<file path="config.mk">
export PLATFORM = sky130hd
export DESIGN_NAME = nes_controller_reader
export DESIGN_NICKNAME = d
export VERILOG_FILES = /design/src/rtl/nes_ctrl_pkg.sv /design/src/rtl/sync_2ff.sv /design/src/rtl/nes_controller_reader.sv
export SDC_FILE = /design/constraint.sdc
export NUM_CORES = 1
export LEC_CHECK = 0
export BUFFER_PORTS_ARGS = -buffer_cell sky130_fd_sc_hd__buf_2
export CORE_MARGIN = 1
export CORE_UTILIZATION = 50
export CTS_CLUSTER_DIAMETER = 40
export CTS_CLUSTER_SIZE = 25
export DETAILED_ROUTE_END_ITERATION = 6
export PLACE_DENSITY = 0.69
export SLEW_MARGIN = 20
export SYNTH_ARGS = -nofsm -noshare
export SYNTH_HDL_FRONTEND = slang
export SYNTH_SLANG_ARGS = --single-unit
</file>
<file path="constraint.sdc">
create_clock -name clk -period 4.7 [get_ports clk]
set_input_delay 0.705 -clock clk [delete_from_list [all_inputs] [get_ports clk]]
set_output_delay 0.705 -clock clk [all_outputs]
set_load 0.05 [all_outputs]
</file>
<file path="src/rtl/nes_ctrl_pkg.sv">
// Shared types and constants for the NES controller reader: FSM encoding and
// button bit positions in the reported byte.
package nes_ctrl_pkg;

  typedef enum logic [2:0] {
    IDLE    = 3'd0,
    LATCH   = 3'd1,
    READ_LO = 3'd2,
    READ_HI = 3'd3,
    DONE    = 3'd4
  } state_t;

  localparam int NUM_BUTTONS = 8;

  localparam int BTN_A      = 0;
  localparam int BTN_B      = 1;
  localparam int BTN_SELECT = 2;
  localparam int BTN_START  = 3;
  localparam int BTN_UP     = 4;
  localparam int BTN_DOWN   = 5;
  localparam int BTN_LEFT   = 6;
  localparam int BTN_RIGHT  = 7;

  function automatic int max_int(input int a, input int b);
    return (a > b) ? a : b;
  endfunction

endpackage

</file>
<file path="src/rtl/sync_2ff.sv">
// Two-flop synchroniser for a single asynchronous input; the reset value is the
// line's idle level so no spurious edge is seen after reset.
module sync_2ff #(
  parameter logic RESET_VAL = 1'b0
) (
  input  logic clk,
  input  logic reset,
  input  logic d,
  output logic q
);

  logic meta;

  always_ff @(posedge clk or posedge reset) begin
    if (reset) begin
      meta <= RESET_VAL;
      q    <= RESET_VAL;
    end else begin
      meta <= d;
      q    <= meta;
    end
  end

endmodule

</file>
<file path="src/rtl/nes_controller_reader.sv">
// Periodically polls an NES controller over latch/pulse/data and presents the
// decoded button byte (pressed = 1) with a one-cycle update strobe.
module nes_controller_reader
  import nes_ctrl_pkg::*;
#(
  parameter int CLK_DIV     = 4,
  parameter int POLL_PERIOD = 100
) (
  input  logic       clk,
  input  logic       reset,
  input  logic       enable,
  input  logic       ctrl_data,
  output logic       ctrl_latch,
  output logic       ctrl_pulse,
  output logic [7:0] buttons,
  output logic       buttons_valid
);

  localparam int TIMER_MAX = max_int(POLL_PERIOD, 2 * CLK_DIV);
  localparam int TW        = $clog2(TIMER_MAX);

  localparam logic [TW-1:0] POLL_LAST  = TW'(POLL_PERIOD - 1);
  localparam logic [TW-1:0] LATCH_LAST = TW'(2 * CLK_DIV - 1);
  localparam logic [TW-1:0] HALF_LAST  = TW'(CLK_DIV - 1);
  localparam logic [2:0]    LAST_IDX   = 3'(NUM_BUTTONS - 1);

  state_t                   state, state_nxt;
  logic [TW-1:0]            timer, timer_nxt;
  logic [2:0]               idx, idx_nxt;
  logic                     sample;
  logic                     sync_data;
  logic [NUM_BUTTONS-1:0]   shift_reg, shift_nxt;

  // Controller data is idle-high (pulled up), so the synchroniser resets to 1.
  sync_2ff #(
    .RESET_VAL (1'b1)
  ) u_sync (
    .clk   (clk),
    .reset (reset),
    .d     (ctrl_data),
    .q     (sync_data)
  );

  always_comb begin
    state_nxt = state;
    timer_nxt = timer + 1'b1;
    idx_nxt   = idx;
    sample    = 1'b0;
    case (state)
      IDLE: begin
        // Timer parks at its terminal value while polling is disabled.
        if (timer == POLL_LAST) begin
          timer_nxt = timer;
          if (enable) begin
            state_nxt = LATCH;
            timer_nxt = '0;
          end
        end
      end
      LATCH: begin
        if (timer == LATCH_LAST) begin
          state_nxt = READ_LO;
          timer_nxt = '0;
          idx_nxt   = '0;
        end
      end
      READ_LO: begin
        if (timer == HALF_LAST) begin
          sample    = 1'b1;
          timer_nxt = '0;
          state_nxt = (idx == LAST_IDX) ? DONE : READ_HI;
        end
      end
      READ_HI: begin
        if (timer == HALF_LAST) begin
          timer_nxt = '0;
          idx_nxt   = idx + 3'd1;
          state_nxt = READ_LO;
        end
      end
      DONE: begin
        state_nxt = IDLE;
        timer_nxt = '0;
      end
      default: begin
        state_nxt = IDLE;
        timer_nxt = '0;
      end
    endcase
  end

  // The final bit is merged here so the byte published on entry to DONE is complete.
  always_comb begin
    shift_nxt = shift_reg;
    if (sample) shift_nxt[idx] = ~sync_data;
  end

  always_ff @(posedge clk) begin
    shift_reg <= shift_nxt;
  end

  always_ff @(posedge clk or posedge reset) begin
    if (reset) begin
      state         <= IDLE;
      timer         <= '0;
      idx           <= '0;
      ctrl_latch    <= 1'b0;
      ctrl_pulse    <= 1'b0;
      buttons       <= 8'h00;
      buttons_valid <= 1'b0;
    end else begin
      state         <= state_nxt;
      timer         <= timer_nxt;
      idx           <= idx_nxt;
      ctrl_latch    <= (state_nxt == LATCH);
      ctrl_pulse    <= (state_nxt == READ_HI);
      buttons_valid <= (state_nxt == DONE);
      if (state_nxt == DONE) buttons <= shift_nxt;
    end
  end

endmodule
</file>
==> results of run 1 <==
==> critical path: stages, from the launching register on <==
cell and delay (ns):
dfrtp_1 0.39, ha_1 0.22, nor3b_2 0.58, nand3_2 0.33, nor2_2 0.34, mux2_2 0.37
==> kinds of logic after synthesis <==
logic type                 count (synthesis)
and+or+nand+nor                           50
AOI/OAI and AO/OA                         46
DFF                                       34
buffers and inverters                     20
muxes                                      6
xor gates and xnor gates                   5
adders and majority gates                  3
==> path summary, 6_finish.rpt <==
check	startpoint	endpoint	slack (ns)
max in group asynchronous	reset	ctrl_latch	3.54
hold reg to reg	u_sync.meta	u_sync.q	0.36
min in group asynchronous	reset	buttons[0]	0.58
hold / removal	u_sync.meta	u_sync.q	0.36
setup reg to reg	timer[1]	buttons[4]	2.36
setup / recovery	timer[1]	buttons[4]	2.36
==> cell type report <==
cell class | instances | area, sq um | area share [%]
clock inverter | 1 | 5.00 | 0.264
clock buffer | 7 | 55.1 | 2.91
multi-input combinational | 110 | 871 | 46.0
sequential | 34 | 813 | 42.9
tap | 46 | 57.6 | 3.04
inverter | 6 | 22.5 | 1.19
timing repair buffer | 14 | 70.1 | 3.70
==> cells in the final DEF (no fill, tap or decap), drive strengths merged, types with 3 or more instances in the layout <==
cell and n:
inv 6, or4b 3, nand2 7, nor2 11
a21oi 10, o21ai 10, mux2 5, buf 14
xnor2 3, clkbuf 7, o41ai 10, ha 3
nor3 4, o311a 3, dfxtp 8, or2 3
nand3 3, dfrtp 24, nand4 3
==> layer usage <==
layer	global-route usage, %	part of all wire [%]
met5	0	0
met4	7.62	1.9
met3	6.30	5.3
met2	31.5	46
met1	29.4	47
==> power groups by stage <==
| stage | clock [mW] | combinational (mW) | sequential, mW |
|---|---|---|---|
| 3_5_place_dp | 0 | 0.00758 | 0.302 |
| 3_3_place_gp | 0 | 0.00702 | 0.301 |
| 2_1_floorplan | 0 | 0.00581 | 0.300 |
| 6_report | 0.167 | 0.00698 | 0.296 |
| 4_1_cts | 0.173 | 0.00756 | 0.296 |
| 5_1_grt | 0.183 | 0.00846 | 0.296 |
==> results.yml, run 1 <==
run_status:
  status: "complete, no violations"
timing:
  tightest_slew_ns: 0.972
  fin_crit_ns: 2.34
  fin_ws_ns: 2.36
  hold_viol_final: 0
  finalHoldWorstSlack_ns: 0.362
  rsz0062_at_grt: "false"
  slew_headroom_pct: 35.2
  setup_tns_ns: 0
  period_share_pct: 49.9
  setup_viol: 0
  fmax_mhz: 427
  clock_skew_ns: 0.00308
  slew_violations: 0
detailed_routing:
  routed_wl_um: 3430
  vias: 1301
  drt_iter0_drc: 53
  final_antenna_net_count: 0
  via_per_inst: 5.97
  wl_per_cell_um: 15.7
  drt-pass1-iter-count: 4
  route.detailed.drc: 0
power_and_ir_drop:
  clkPwrFrac_pct: 35.6
  p_per_area_nw_per_um2: 248
  p_switching_mw: 0.102
  leakage_nw: 0.837
  vdd_ir_drop_max_v: 0.000130
  seq_power_share_pct: 63.0
  power.total_mw: 0.470
  p_sw_share_pct: 21.7
  power.internal_mw: 0.368
  p_comb_share_pct: 1.5
synthesis:
  synth_top_area_share_pct: 33.8
  syn_area_per_cell_sq_um: 10.8
  synth_simple_gate_area_share_pct: 18.2
  synth_area_sq_um: 1780
  synthAdderAreaFrac_pct: 2.11
  yosysWarnings: 0
  synth.area.top_cells: "dfrtp_1, dfxtp_1, o41ai_2"
  synth_top_family_by_area: "compound AO/OA/AOI/OAI gates"
  synth_most_common_cell: "dfrtp_1"
  ys.flop_type: "dfrtp_1"
  synth-xor-area-share_pct: 2.47
  synthMuxAreaShare_pct: 3.74
  ys_ff_latch: 34
  synth_compound_area_share_pct: 22.3
  synth_seq_area_share_pct: 45.8
  synthArstFlopShare_pct: 76.5
  yosys.area.top_type: "dfrtp_1"
  ys_types: 52
  syn_nets: 171
  synth_edf_count: 0
  synthCells: 164
  synth_common_cells: "dfrtp_1, a21oi_1, nor2_1, o21ai_0, o41ai_2"
clock_tree:
  cts_setup_buffers: 0
  cts_buffers: 5
  cts_tree: "done"
  root_buffer: "clkbuf_4"
  cts_resized: 0
  path_clk_slew_ns: 0.10
  cts_hold_buf: 0
  cts_buffer_depth: 2
  htree_levels: 2
  clock_latency_ns: 0.34
  cts.sinks: 34
setup_path:
  critPathCaptureType: "flop"
  startpoint_type: "flop"
  crit_arrival_ns: 2.58
  critPathMaxFanout: 11
  critPathKind: "flop to flop"
  required_ns: 4.93
  ff2ff_path_depth: 5
worst_hold_path:
  hold_class: "flop to flop"
  hold_depth: 0
grt:
  track_usage_pct: 21.2
  grt_pass1_vias: 1179
  grt_antenna_before_repair: 0
  grt_max_degree: 27
  overflow: 0
  grt_pass1_wl_um: 5710
finish:
  fin_nets: 178
  finalNonFillerCells: 218
  final_util_pct: 56.3
  n_antenna_cell: 0
  fin_area_sq_um: 1890
  drive_above_1_share_pct: 27.9
  fill_cells: 331
  area_delta_synth_final_pct: 6.70
placement:
  dp_cells: 210
  portBuffers: 14
  place_area_sq_um: 1830
  globalplace.congestion: 0.833
  place_ws_ns: 1.90
  dp_hpwl_um: 2410
floorplan:
  dieArea_sq_um: 3790
  die_h_um: 61.6
  core_area_sq_um: 3360
  fp.dieW_um: 61.6
  std_cell_rows: 21
  ios: 15
  start_util_pct: 52.8
job:
  cap_violations: 0
Power figures use the tool's default switching activity.
==> inputs of run 2 (changes only) <==
- ABC_AREA: default -> 1
- PLACE_DENSITY: 0.69 -> 0.71
- clock period: 4.7 -> 2.1 ns (I/O delays scaled with it)
==> results.yml, run 2 <==
clock_tree:
  cts_setup_buffers: 0
  clock_latency_ns: 0.34
  cts_buffers: 5
  cts.sinks: 34
  path_clk_slew_ns: 0.11
  root_buffer: "clkbuf_4"
  cts_buffer_depth: 2
  htree_levels: 2
  cts_resized: 0
  cts_tree: "done"
  cts_hold_buf: 0
power_and_ir_drop:
  p_per_area_nw_per_um2: 532
  vdd_ir_drop_max_v: 0.000309
  leakage_nw: 1.06
timing:
  setup_tns_ns: 0
  period_share_pct: 79.3
  slew_violations: 0
  clock_skew_ns: 0.00852
  fin_ws_ns: 0.436
  setup_viol: 0
  fin_crit_ns: 1.66
  hold_viol_final: 0
  rsz0062_at_grt: "false"
  slew_headroom_pct: 60.3
  fmax_mhz: 601
  tightest_slew_ns: 0.595
setup_path:
  critPathMaxFanout: 10
  r2r_setup_slack_ns: 0.44
  startpoint_type: "flop"
  critPathKind: "flop to flop"
  required_ns: 2.38
  crit_arrival_ns: 1.94
  critPathCaptureType: "flop"
synthesis:
  synth_most_common_cell: "nand2_1"
  synth_seq_area_share_pct: 44.9
  synth_top_family_by_area: "simple AND/OR/NAND/NOR gates"
  syn_area_per_cell_sq_um: 7.71
  synth_area_sq_um: 1810
  ys.flop_type: "dfrtp_1"
  synthArstFlopShare_pct: 76.5
  yosysWarnings: 0
  synth_simple_gate_area_share_pct: 41.9
  synthAdderAreaFrac_pct: 2.07
  yosys.area.top_type: "dfrtp_1"
  synth_edf_count: 0
  synthMuxAreaShare_pct: 0
  syn_nets: 242
  synth-xor-area-share_pct: 0.967
  ys_types: 28
  synth_compound_area_share_pct: 3.94
  synth_common_cells: "nand2_1, nand3_1, dfrtp_1"
  synth.area.top_cells: "dfrtp_1, nand2_1, dfxtp_1"
  synth_top_area_share_pct: 33.1
  ys_ff_latch: 34
  synthCells: 235
finish:
  n_antenna_cell: 0
  drive_above_1_share_pct: 18.8
  fin_nets: 262
  fill_cells: 329
  layout_common_cells: "nand2_1, nand3_1, dfrtp_1, inv_1, buf_2"
  area_delta_synth_final_pct: 10.4
  final_common_cell: "nand2_1"
grt:
  grt_max_degree: 17
  overflow: 0
  grt_antenna_before_repair: 0
  grt_pass1_wl_um: 6270
  grt_pass1_vias: 1413
  track_usage_pct: 20.9
floorplan:
  dieArea_sq_um: 3870
  std_cell_rows: 21
  die_h_um: 62.2
  ios: 15
  core_area_sq_um: 3420
  fp.dieW_um: 62.2
  start_util_pct: 53.0
detailed_routing:
  drt-pass1-iter-count: 4
  routed_wl_um: 3510
  via_per_inst: 5.18
  route.detailed.drc: 0
  drt_iter0_drc: 116
  wl_per_cell_um: 11.6
  final_antenna_net_count: 0
  vias: 1563
worst_hold_path:
  hold_class: "input port to asynchronous set/reset pin"
run_status:
  status: "complete, no violations"
placement:
  place_ws_ns: 0.455
  portBuffers: 14
  dp_hpwl_um: 2620
  globalplace.congestion: 0.879
job:
  cap_violations: 0
[run 2: final timing paths]
kind | startpoint | endpoint | depth (start not counted)
max in group asynchronous | reset | state[1] | 3
worst min register to register | u_sync.meta | u_sync.q | 0
worst min-delay path | reset | buttons[1] | 2
worst max-delay path | timer[0] | buttons[0] | 9
worst max register to register | timer[0] | buttons[0] | 9
min in group clk | ctrl_data | u_sync.meta | 1
[run 2: metal layers]
metal  share of wire [%]  GRT usage (%)  routed length, um  vias up
met3                 4.9           5.70                170        6
met2                  43           30.6               1510       45
met4                 1.4           7.56                 48        0
met1                  51           29.6               1780      715
li1                    -              -                  -      797
met5                   0              0                  0        -
[run 2: cells by family after synthesis]
logic type,after synthesis
flip-flops,34
XOR/XNOR,2
AND/OR/NAND/NOR,159
adder cells (fa/ha/maj),3
AO/OA/AOI/OAI,12
buffers and inverters,25
[run 2: critical path, cell delays in order (launching register included)]
cell,delay [ns]
dfrtp_1,0.45
ha_1,0.31
nand2_2,0.10
nor2_4,0.11
nand2_4,0.11
nor2_8,0.20
nand2_8,0.12
clkinv_8,0.09
nand2_1,0.05
nand2_1,0.06
[run 2: metrics by stage]
step,cells,utilization [%],hold WS [ns],power (mW),area (sq um)
after floorplan,235,-,0.319,0.685,1810
after global placement,294,56.7,0.347,0.695,1940
after detailed placement,294,56.7,0.352,0.695,1940
after CTS,302,58.6,0.0428,1.08,2000
after global routing,302,58.6,0.0356,1.11,2000
final,302,58.6,0.0223,1.06,2000
[run 2: cell type report]
cell class              count  area [sq um]  share of cell area (%)
multi-input cells         176           886                    44.3
flip-flops and latches     34           813                    40.7
inverters                  22          95.1                    4.75
repair buffers             16          85.1                    4.25
well taps                  46          57.6                    2.88
clock buffers               6          51.3                    2.56
clock inverters             2          12.5                   0.625
[run 2: where the power goes]
| part | switching (mW) | internal [mW] | total [mW] |
|---|---|---|---|
| clock | 0.222 | 0.161 | 0.383 |
| combinational | 0.0152 | 0.00557 | 0.0208 |
| sequential | 0.00248 | 0.658 | 0.660 |
